<file path="src/rtl/pong_packet_receiver.sv">
// pong_packet_receiver: UART decoder for remote pong state packets; define PONG_RX_CHECKSUM_EN to require an XOR checksum byte
module pong_packet_receiver #(
  parameter int CLKS_PER_BIT = 434,
  parameter logic [7:0] SYNC_BYTE = 8'hA5
) (
  input  logic       clock,
  input  logic       reset,
  input  logic       rx,
  output logic [9:0] ball_x,
  output logic [8:0] ball_y,
  output logic [8:0] paddle_y,
  output logic [3:0] score,
  output logic       packet_valid,
  output logic       frame_err,
  output logic       chk_err
);
  localparam int CW = $clog2(CLKS_PER_BIT);
  localparam logic [CW-1:0] FULL = CW'(CLKS_PER_BIT - 1);
  localparam logic [CW-1:0] HALF = CW'(CLKS_PER_BIT / 2 - 1);
  localparam logic [1:0] IDLE = 2'd0, START = 2'd1, DATA = 2'd2, STOP = 2'd3;
  localparam logic [1:0] HUNT = 2'd0, PAYLOAD = 2'd1;
`ifdef PONG_RX_CHECKSUM_EN
  localparam logic [1:0] CHECK = 2'd2;
  localparam int WW = 32;
  logic [7:0] csum;
`else
  localparam int WW = 24;
  assign chk_err = 1'b0;
`endif
  logic rx_meta, rx_sync, rx_prev;
  logic [1:0] state, pstate, idx;
  logic [CW-1:0] cnt;
  logic [2:0] bit_idx;
  logic [7:0] shreg;
  logic [WW-1:0] word;
  logic tick, byte_done, stop_bad;
  // Bit timing: START waits half a bit to land mid-bit, later samples are a full bit apart
  always_comb begin
    tick = cnt == ((state == START) ? HALF : FULL);
    byte_done = state == STOP && tick && rx_sync;
    stop_bad = state == STOP && tick && !rx_sync;
  end
  // Two-flop synchronizer plus one delay stage for start-edge detection; idle-high reset avoids a false edge
  always_ff @(posedge clock or posedge reset)
    if (reset) begin
      rx_meta <= 1'b1;
      rx_sync <= 1'b1;
      rx_prev <= 1'b1;
    end else begin
      rx_meta <= rx;
      rx_sync <= rx_meta;
      rx_prev <= rx_sync;
    end
  // Byte receiver: IDLE -> START -> DATA x8 -> STOP, straight back to IDLE after the stop sample
  always_ff @(posedge clock or posedge reset)
    if (reset) begin
      state <= IDLE;
      cnt <= '0;
      bit_idx <= '0;
      shreg <= '0;
    end else begin
      cnt <= (state == IDLE || tick) ? '0 : cnt + 1'b1;
      case (state)
        IDLE: if (rx_prev && !rx_sync) state <= START;
        START: if (tick) state <= rx_sync ? IDLE : DATA;
        DATA: if (tick) begin
          shreg <= {rx_sync, shreg[7:1]};
          bit_idx <= bit_idx + 1'b1;
          if (bit_idx == 3'd7) state <= STOP;
        end
        default: if (tick) state <= IDLE;
      endcase
    end
  // Packet parser: acts on the stop-sample edge itself so results appear in the very next cycle
  always_ff @(posedge clock or posedge reset)
    if (reset) begin
      pstate <= HUNT;
      idx <= '0;
      word <= '0;
      ball_x <= '0;
      ball_y <= '0;
      paddle_y <= '0;
      score <= '0;
      packet_valid <= 1'b0;
      frame_err <= 1'b0;
`ifdef PONG_RX_CHECKSUM_EN
      csum <= '0;
      chk_err <= 1'b0;
`endif
    end else begin
      packet_valid <= 1'b0;
      frame_err <= stop_bad;
`ifdef PONG_RX_CHECKSUM_EN
      chk_err <= 1'b0;
`endif
      if (stop_bad) pstate <= HUNT;
      else if (byte_done)
        case (pstate)
          HUNT: if (shreg == SYNC_BYTE) begin
            pstate <= PAYLOAD;
            idx <= '0;
`ifdef PONG_RX_CHECKSUM_EN
            csum <= '0;
`endif
          end
          PAYLOAD: begin
            word <= WW'({word, shreg});
            idx <= idx + 1'b1;
`ifdef PONG_RX_CHECKSUM_EN
            csum <= csum ^ shreg;
            if (idx == 2'd3) pstate <= CHECK;
`else
            if (idx == 2'd3) begin
              pstate <= HUNT;
              {ball_x, ball_y, paddle_y, score} <= {word, shreg};
              packet_valid <= 1'b1;
            end
`endif
          end
`ifdef PONG_RX_CHECKSUM_EN
          CHECK: begin
            pstate <= HUNT;
            if (shreg == csum) begin
              {ball_x, ball_y, paddle_y, score} <= word;
              packet_valid <= 1'b1;
            end else chk_err <= 1'b1;
          end
`endif
          default: pstate <= HUNT;
        endcase
    end
endmodule
</file>
<file path="config.mk">
export PLATFORM = sky130hd
export DESIGN_NAME = pong_packet_receiver
export DESIGN_NICKNAME = d
export VERILOG_FILES = /design/src/rtl/pong_packet_receiver.sv
export SDC_FILE = /design/constraint.sdc
export NUM_CORES = 1
export LEC_CHECK = 0
export CAP_MARGIN = 5
export CORE_MARGIN = 3
export CORE_UTILIZATION = 55
export DETAILED_ROUTE_END_ITERATION = 12
export PLACE_DENSITY_LB_ADDON = 0.25
export SLEW_MARGIN = 20
export SYNTH_ARGS = -nofsm -noshare
export SYNTH_HDL_FRONTEND = slang
export SYNTH_SLANG_ARGS = --single-unit
</file>
<file path="constraint.sdc">
create_clock -name clock -period 2.7 [get_ports clock]
set_input_delay 0.27 -clock clock [delete_from_list [all_inputs] [get_ports clock]]
set_output_delay 0.27 -clock clock [all_outputs]
set_load 0.05 [all_outputs]
</file>
* Word level (Yosys, flattened, before mapping)
Index checks and enable logic that the tools add are counted.
** Cells by class
- Bitwise operators :: 1
- $add $sub $neg :: 3
- Equal/unequal tests :: 15
- Multiplexer cells :: 20
- Reductions and logical operators :: 17
** Operators with widths (count)
- $mux 2 :: 11
- $mux 9 :: 2
- $add 9x1->9 const B :: 1
- $eq 9x9->1 :: 1
- $eq 8x8->1 const B :: 1
- $ne 2x2->1 const B :: 4
- $pmux 2 s2 :: 2
- $reduce_and 4->1 :: 2
- $eq 2x2->1 const B :: 3
- $ne 3x3->1 const B :: 2
- $pmux 2 s3 :: 1
- $reduce_and 3->1 :: 2
- $reduce_bool 2->1 :: 3
- $reduce_and 5->1 :: 1
- $eq 2x1->1 const B :: 2
- $logic_and 1x1->1 :: 4
- $logic_not 2->1 :: 2
- $mux 1 :: 4
- $add 3x1->3 const B :: 1
- $eq 3x3->1 const B :: 1
- $add 2x1->2 const B :: 1
- $ne 2x1->1 const B :: 1
- $reduce_and 2->1 :: 1
- $logic_not 1->1 :: 1
- other kinds (2) :: 2
** Storage, ports and cells
- Output and inout port bits :: 35
- Word-level logic and storage cells :: 72
- Input port bits :: 3
- Register bits after elaboration :: 87

* Depth between registers and ports, before layout
Gate-level depths: netlist of run 1.
- Depth in word-level cells :: 7
- Depth in mapped cells :: 5
- Gate-level depth less buffers :: 5

* Worst setup path before layout of run 1
No wires, ideal clock.
- Path kind :: register to register
- Start :: register rx_sync
- End :: register ball_x[0]
- Period minus slack after synthesis :: 1.815 ns
- Data arrival time :: 1.691 ns
- Required time :: 2.575 ns
- Buffers on the path :: 2
- Stages on the path, launching flop included :: 6
- Setup time :: 0.125 ns
- Setup slack :: 0.885 ns
- Cell sequence :: dfstp_2 -> buf_1 -> nand4_1 -> nor3_4 -> buf_6 -> mux2_2
** On the way
- Cells in the longest elaborated chain, start to end :: 4
- Elaborated cells on any way between the ends :: 5
- Those cells by class :: 1 x bitwise; 4 x reduce/logical
** Ends and longest elaborated chain
- start, declared :: RTL line 30 : logic rx_meta, rx_sync, rx_prev;
- start signal, assigned :: RTL line 51 : rx_sync <= rx_meta;
- $logic_not 1->1 :: RTL line 41 : stop_bad = state == STOP && tick && !rx_sync;
- $logic_and 1x1->1 :: RTL line 41
- $not 1->1 (no line)
- $reduce_and 4->1 (no line) (*)
- end signal, assigned :: RTL line 115 : {ball_x, ball_y, paddle_y, score} <= {word, shreg};
- end, declared :: RTL line 9 : output logic [9:0] ball_x,
Mark *: on every way between the ends. The rest lies on a longest branch, timed or not.
A chain may end at the register's enable or synchronous reset.

* Final worst setup path of run 1
- Start :: register cnt[3]
- End :: register ball_y[0]
** On the way
- Cells in the longest elaborated chain, start to end :: 5
- Elaborated cells on any way between the ends :: 6
- Those cells by class :: 1 x eq/ne; 1 x bitwise; 4 x reduce/logical
** Ends and longest elaborated chain
- start, declared :: RTL line 32 : logic [CW-1:0] cnt;
- start signal, assigned :: RTL line 62 : cnt <= (state == IDLE || tick) ? '0 : cnt + 1'b1;
- $eq 9x9->1 (*) :: RTL line 39 : tick = cnt == ((state == START) ? HALF : FULL);
- $logic_and 1x1->1 (*) :: RTL line 40, 41
- $logic_and 1x1->1 :: RTL line 41
- $not 1->1 (no line)
- $reduce_and 4->1 (no line) (*)
- end signal, assigned :: RTL line 115
- end, declared :: RTL line 10 : output logic [8:0] ball_y,
Marks and branches as above.

==> run metrics, run 1 <==
status completed; total die area 0.00729 mm2; Post-synth top flop dfrtp_1; Setup CP Type reg2reg; Worst Reg-to-Reg Cells 5; IO Pins 38; worst rel slew slack 47.0%; area grow syn2layout 18.7%; fill count 433; sw power 607 uW; GP Congestion 0.767; Max Clk Rate 492 MHz; Sequential Power Share 55.7%; vias per std cell 5.52; setup violators final 0; Seq/Total Area, Yosys 62.2%; max incr delay on CP 0.44 ns; antenna cells 0; Max clock buf depth 2; Async S/R FF share, synth 100%; PortBufs 36; HP Class in2async; Storage cell area 0.00216 mm2; remaining global-route overflow 0; Setup Skew 0.0105 ns; Initial DRC Count 123; drt wl/cell 15.9 um; Critical Path Fanout Max 33; clock root cell clkbuf_8; vias 1947; HPWL after detailed placement 3630 um; CTS Buf Count 9; Post-Route WL 5630 um; # resized after CTS 0; Cell variety after synth 33; placement row count 28; CTS Sinks 86; post-route setup slack 0.667 ns; core box area 0.00603 mm2; RSZ-0062 raised after global routing no; Hold Buf Count CTS 0; Die H 85.4 um; layout cells sized above 1 33.8%; Tightest Pin Transition 0.795 ns; max cap viols 0; Pleak 1.98 nW; post-route ant nets 0; first-pass GRT wire length 9840 um; largest net degree at the start of global routing 53; peak supply drop 0.000420 V; Slew Viols, Final 0; worst hold slack 0.308 ns; initial core utilization 57.5%; DRT Pass-1 Iters 4; crit path cell chain and4bb_2 -> nand2_2 -> nor3_4 -> buf_4 -> mux2_2; gr usage total 17.3%; Logic pwr share 6.1%; YS warnings 0; Final Hold Vio Count 0; Post-Route Setup TNS 0 ns; synthesized cell area 0.00346 mm2; multi-input logic area 0.00122 mm2; pwr/cell area 621 mW/mm2; Post-Layout Cell Count 353; H-tree Lvls 3; Post-Place Cells 337; Final #Nets 280; slowest CP cell dfrtp_1; Mapped Nets 237; post-synthesis average cell area 15.1 um2; clock share of power 38.2%; arrival time worst endpoint 2.26 ns; Post-CTS Setup Repair Bufs 0; drt drc 0; clock-pin slew on the worst setup and hold paths 0.09 ns; initial antenna violation count 0; Final Power 2.55 mW; sw frac 23.8%; #FFs+latches synth 86; crit start category flop; Syn Inst Count 230; CP endpoint kind flop; P_int 1.95 mW; worst skew pair latency 0.34 ns; die width 85.4 um; Post-synth EDFFs 0; dpl ws 0.681 ns; vias in the first global route 2013; min Tclk post-route 2.03 ns; Critical Path RT 2.92 ns; CTS tree done; fin crit share 75.3%
per-stage QoR:
stage          utilization (%)  instance area [um2]
3_3_place_gp              64.6                 3890
6_report                  68.2                 4110
5_1_grt                   68.2                 4110
4_1_cts                   68.2                 4110
2_1_floorplan                -                 3460
3_5_place_dp              64.6                 3890
per-layer routing:
metal	vias to the layer above	track usage, %	share of wire [%]
met1	997	25.6	49
met5	-	0	0
met4	0	7.77	1.9
met3	9	3.69	3.0
met2	32	24.8	46
li1	909	-	-
cells in the final DEF (no fill, tap or decap), types with 3 or more instances in the layout:
cell              n
nand4_1           5
ha_1              4
dfstp_2           3
mux2_2           65
clkdlybuf4s50_1  36
nand3_1           4
nand2_1           4
nor2_1            5
nor3_1           10
xor2_1            7
a21oi_1           3
dfrtp_1          83
clkbuf_8          9
o31ai_1           5
buf_4             4
power groups by stage:
stage / sequential (mW) / clock [mW] / combinational [mW]
floorplan: 1.42 / 0 / 0.132
global placement: 1.44 / 0 / 0.152
detailed placement: 1.44 / 0 / 0.160
CTS: 1.42 / 1.00 / 0.160
global route: 1.44 / 1.06 / 0.182
finish: 1.42 / 0.977 / 0.155
cell usage after synthesis (2+ instances only):
master / number / share of area [%]
ha_1: 4 / 1.4
o31ai_1: 5 / 1.1
mux2_2: 65 / 21
buf_4: 2 / 0.43
nand2_1: 4 / 0.43
nand3_1: 4 / 0.58
dfrtp_1: 83 / 60
nand4_1: 5 / 0.90
buf_6: 5 / 1.6
nor3_1: 10 / 1.4
a21oi_1: 3 / 0.43
xor2_1: 7 / 1.8
inv_1: 3 / 0.33
nor4bb_1: 2 / 0.58
nor2_1: 5 / 0.54
dfstp_2: 3 / 2.3
nor3_4: 2 / 0.94
and4_1: 2 / 0.51
and4bb_2: 2 / 0.72
worst max-delay path, delay by kind of cell, from the launching register on:
family / cells / cell delay, ns
buffers and inverters: 1 / 0.42
multiplexers: 1 / 0.38
flip-flops: 1 / 0.44
AND/OR/NAND/NOR: 3 / 0.66
cell families after synthesis:
kind of cell / Yosys count / synth area share (%)
fa+ha+maj: 4 / 1.44
flops: 86 / 62.2
compound gates: 11 / 2.24
simple gates: 42 / 7.91
buf+inv: 12 / 2.60
other cells: 1 / 0.108
mux: 66 / 21.5
xor+xnor: 8 / 2.02
path summary, 6_finish.rpt:
| path | start | endpoint | slack [ns] |
|---|---|---|---|
| min in group clock | rx | rx_meta | 0.33 |
| hold / removal | reset | paddle_y[7] | 0.31 |
| max in group asynchronous | reset | rx_prev | 1.68 |
| setup reg to reg | cnt[3] | ball_y[0] | 0.67 |
| setup / recovery | cnt[3] | ball_y[0] | 0.67 |
| hold reg to reg | rx_meta | rx_sync | 0.36 |
registers in the layout, indices dropped and copies added (netlist names):
register and count:
rx_meta 1, frame_err 1, ball_x 10, state 2, packet_valid 1, score 4, bit_idx 3, word 24
rx_prev 1, pstate 1, idx 2, paddle_y 9, cnt 9, ball_y 9, rx_sync 1, shreg 8
layout make-up:
type	count	share of cell area, %
Multi-Input combinational cell	132	29.6
Inverter	3	0.304
Clock buffer	10	3.10
Clock inverter	6	2.25
Tap cell	75	2.28
Sequential cell	86	52.4
Timing Repair Buffer	41	9.98
Note: power is estimated with default switching activity, not from simulation.
==> run 2, diff against run 1 <==
- CORE_UTILIZATION: 55 -> 50
- clock period: 2.7 -> 1.7 ns (I/O delays scaled with it)
==> run 2 against run 1 <==
Compared with the run above: the flow now finishes with violations (setup timing); clock power grew 67%; combinational power rose to 2.9 times the previous value; highest routed layer unchanged; critical path depth is the same; count of clock-buffer cells in the layout down 1; first-iteration DRC count shrank 48%; largest power group unchanged; global-route usage fell by 0.74 points; final cell count up 5.7%; largest cell class unchanged; die area up 9.3%; sequential power up 54%; core utilization increased by 1.4 points; cell area increased by 11%; flip-flop and latch count is the same.
==> run metrics, run 2 (synthesized netlist as in run 1, its figures left out) <==
status finished with violations; failing checks setup timing; clock root cell clkbuf_8; fin area 0.00455 mm2 (+11%); initial antenna violation count 0 (unchanged); placed cell areas 0.00413 mm2 (+6.2%); max incr delay on CP 0.39 ns (-0.05 ns); Post-Route Setup TNS -0.0826 ns (-0.0826 ns); vias per std cell 5.56 (+0.86%); Post-Route WL 6640 um (+18%); Final #Nets 298 (+6.4%); Max clock buf depth 2 (unchanged); remaining global-route overflow 0 (unchanged); crit-path leading delay family simple AND/OR/NAND/NOR gates; initial core utilization 53.0% (-4.4 points); clock-pin slew on the worst setup and hold paths 0.09 ns (about the same); fin crit share 101% (+26 points); DRT Pass-1 Iters 4 (unchanged); Initial DRC Count 64 (-48%); Worst Reg-to-Reg Cells 5 (unchanged); slowest CP cell dfrtp_1; HP Class in2reg; worst skew pair latency 0.36 ns (+0.02 ns); antenna cells 0 (unchanged); IO Pins 38 (unchanged); crit path cell chain and4bb_2 -> nand2_4 -> nor3_1 -> buf_4 -> mux2_2; most common cell after layout, fill and taps aside dfrtp_1; count of buffer and inverter cells on the critical path 1 (unchanged); gr usage total 16.6% (-0.74 points); Final Hold Vio Count 0 (unchanged); Die H 89.2 um (+4.5%); pwr/cell area 938 mW/mm2 (+51%); dpl ws 0.000995 ns (-0.680 ns); H-tree Lvls 3 (unchanged); arrival time worst endpoint 1.95 ns (-0.31 ns); Top Registers word (24), ball_x (10); Max Clk Rate 583 MHz (+18%); Setup Skew 0.0158 ns (+0.00525 ns); vias in the first global route 2077 (+3.2%); Critical Path RT 1.93 ns (-0.99 ns); total die area 0.00796 mm2 (+9.3%); area grow syn2layout 31.2%; placement row count 29 (+3.6%); core box area 0.00653 mm2 (+8.4%); layout cells sized above 1 41.2% (+7.4 points); post-route setup slack -0.0165 ns (-0.684 ns); worst hold slack 0.218 ns (-0.0893 ns); Tightest Pin Transition 0.568 ns (-0.227 ns); CTS Buf Count 9 (unchanged); drt wl/cell 17.8 um (+12%); CTS Sinks 86 (unchanged); Most flops, register word; peak supply drop 0.000546 V (+30%); crit start category flop; Pleak 2.37 nW (+20%); vias 2075 (+6.6%); setup violators final 11 (+11); PortBufs 36 (unchanged); max cap viols 0 (unchanged); GP Congestion 0.775 (+1.0%); Hold Path Depth 1; HPWL after detailed placement 3870 um (+6.8%); Hold Buf Count CTS 0 (unchanged); Setup CP Type reg2reg; largest net degree at the start of global routing 87 (+64%); CP endpoint kind flop; WP depth 5 (unchanged); most frequent cells in the layout dfrtp_1 (83), mux2_4 (56), dlygate4sd2_1 (23); post-route ant nets 0 (unchanged); die width 89.2 um (+4.5%); first-pass GRT wire length 10000 um (+1.8%); min Tclk post-route 1.72 ns (-0.316 ns); RSZ-0062 raised after global routing yes; drt drc 0 (unchanged); Critical Path Fanout Max 11 (-67%); CTS tree done; worst rel slew slack 62.0% (+15 points); max reg flops 24 (unchanged); Slew Viols, Final 0 (unchanged); Final Power 4.27 mW (+67%)
run 2: cell types whose count changed in the layout (fill, tap and decap cells not counted), moves of 2 or more:
cell	before	now
buf_12	1	4
mux2_4	0	56
dlymetal6s2s_1	0	4
buf_4	4	21
inv_6	2	0
mux2_2	65	10
clkinv_4	0	2
inv_8	0	2
clkbuf_16	0	2
dlygate4sd2_1	0	23
clkdlybuf4s50_1	36	3
run 2: worst paths after layout:
check,start,endpoint,slack (ns)
setup / recovery,cnt[6],shreg[6],-0.02
hold / removal,rx,rx_meta,0.22
setup reg to reg,cnt[6],shreg[6],-0.02
hold reg to reg,rx_meta,rx_sync,0.37
max in group asynchronous,reset,rx_prev,1.06
min in group asynchronous,reset,cnt[8],0.28
run 2: metrics by stage:
stage                     instances  util, %
final                           373     69.6
after global routing            373     69.6
after CTS                       369     66.7
after detailed placement        352     63.3
after global placement          352     63.3
after floorplan                 230        -
run 2: what timing repair did:
action,CTS,global route
endpoints found under the setup margin,34,63
pin swaps,1,0
buffers inserted,1,1
resized for setup,26,31
cloned,0,3
run 2: worst register-to-register path, stage by stage, from the launching register on:
cell and delay, ns:
dfrtp_1 0.39, and4bb_2 0.34, nand2_4 0.09, nor3_1 0.18, buf_4 0.23, mux2_2 0.36
run 2: layout make-up:
class	count	area, um2
Fill cell	452	1980
Inverter	3	15.0
Tap cell	77	96.3
Multi-Input combinational cell	132	1460
Clock buffer	9	124
Timing Repair Buffer	59	596
Clock inverter	7	105
Sequential cell	86	2160
run 2: where the power goes:
part / internal (mW) / total [mW] / switching, mW
registers: 2.13 / 2.19 / 0.0623
logic: 0.222 / 0.446 / 0.224
clock network: 0.851 / 1.63 / 0.775
total: 3.21 / 4.27 / 1.06
run 2: layer usage:
metal | part of all wire, % | global-route usage, %
met2 | 49 | 26.1
met4 | 0.92 | 8.25
met1 | 46 | 21.8
met5 | 0 | 0
met3 | 3.7 | 3.78
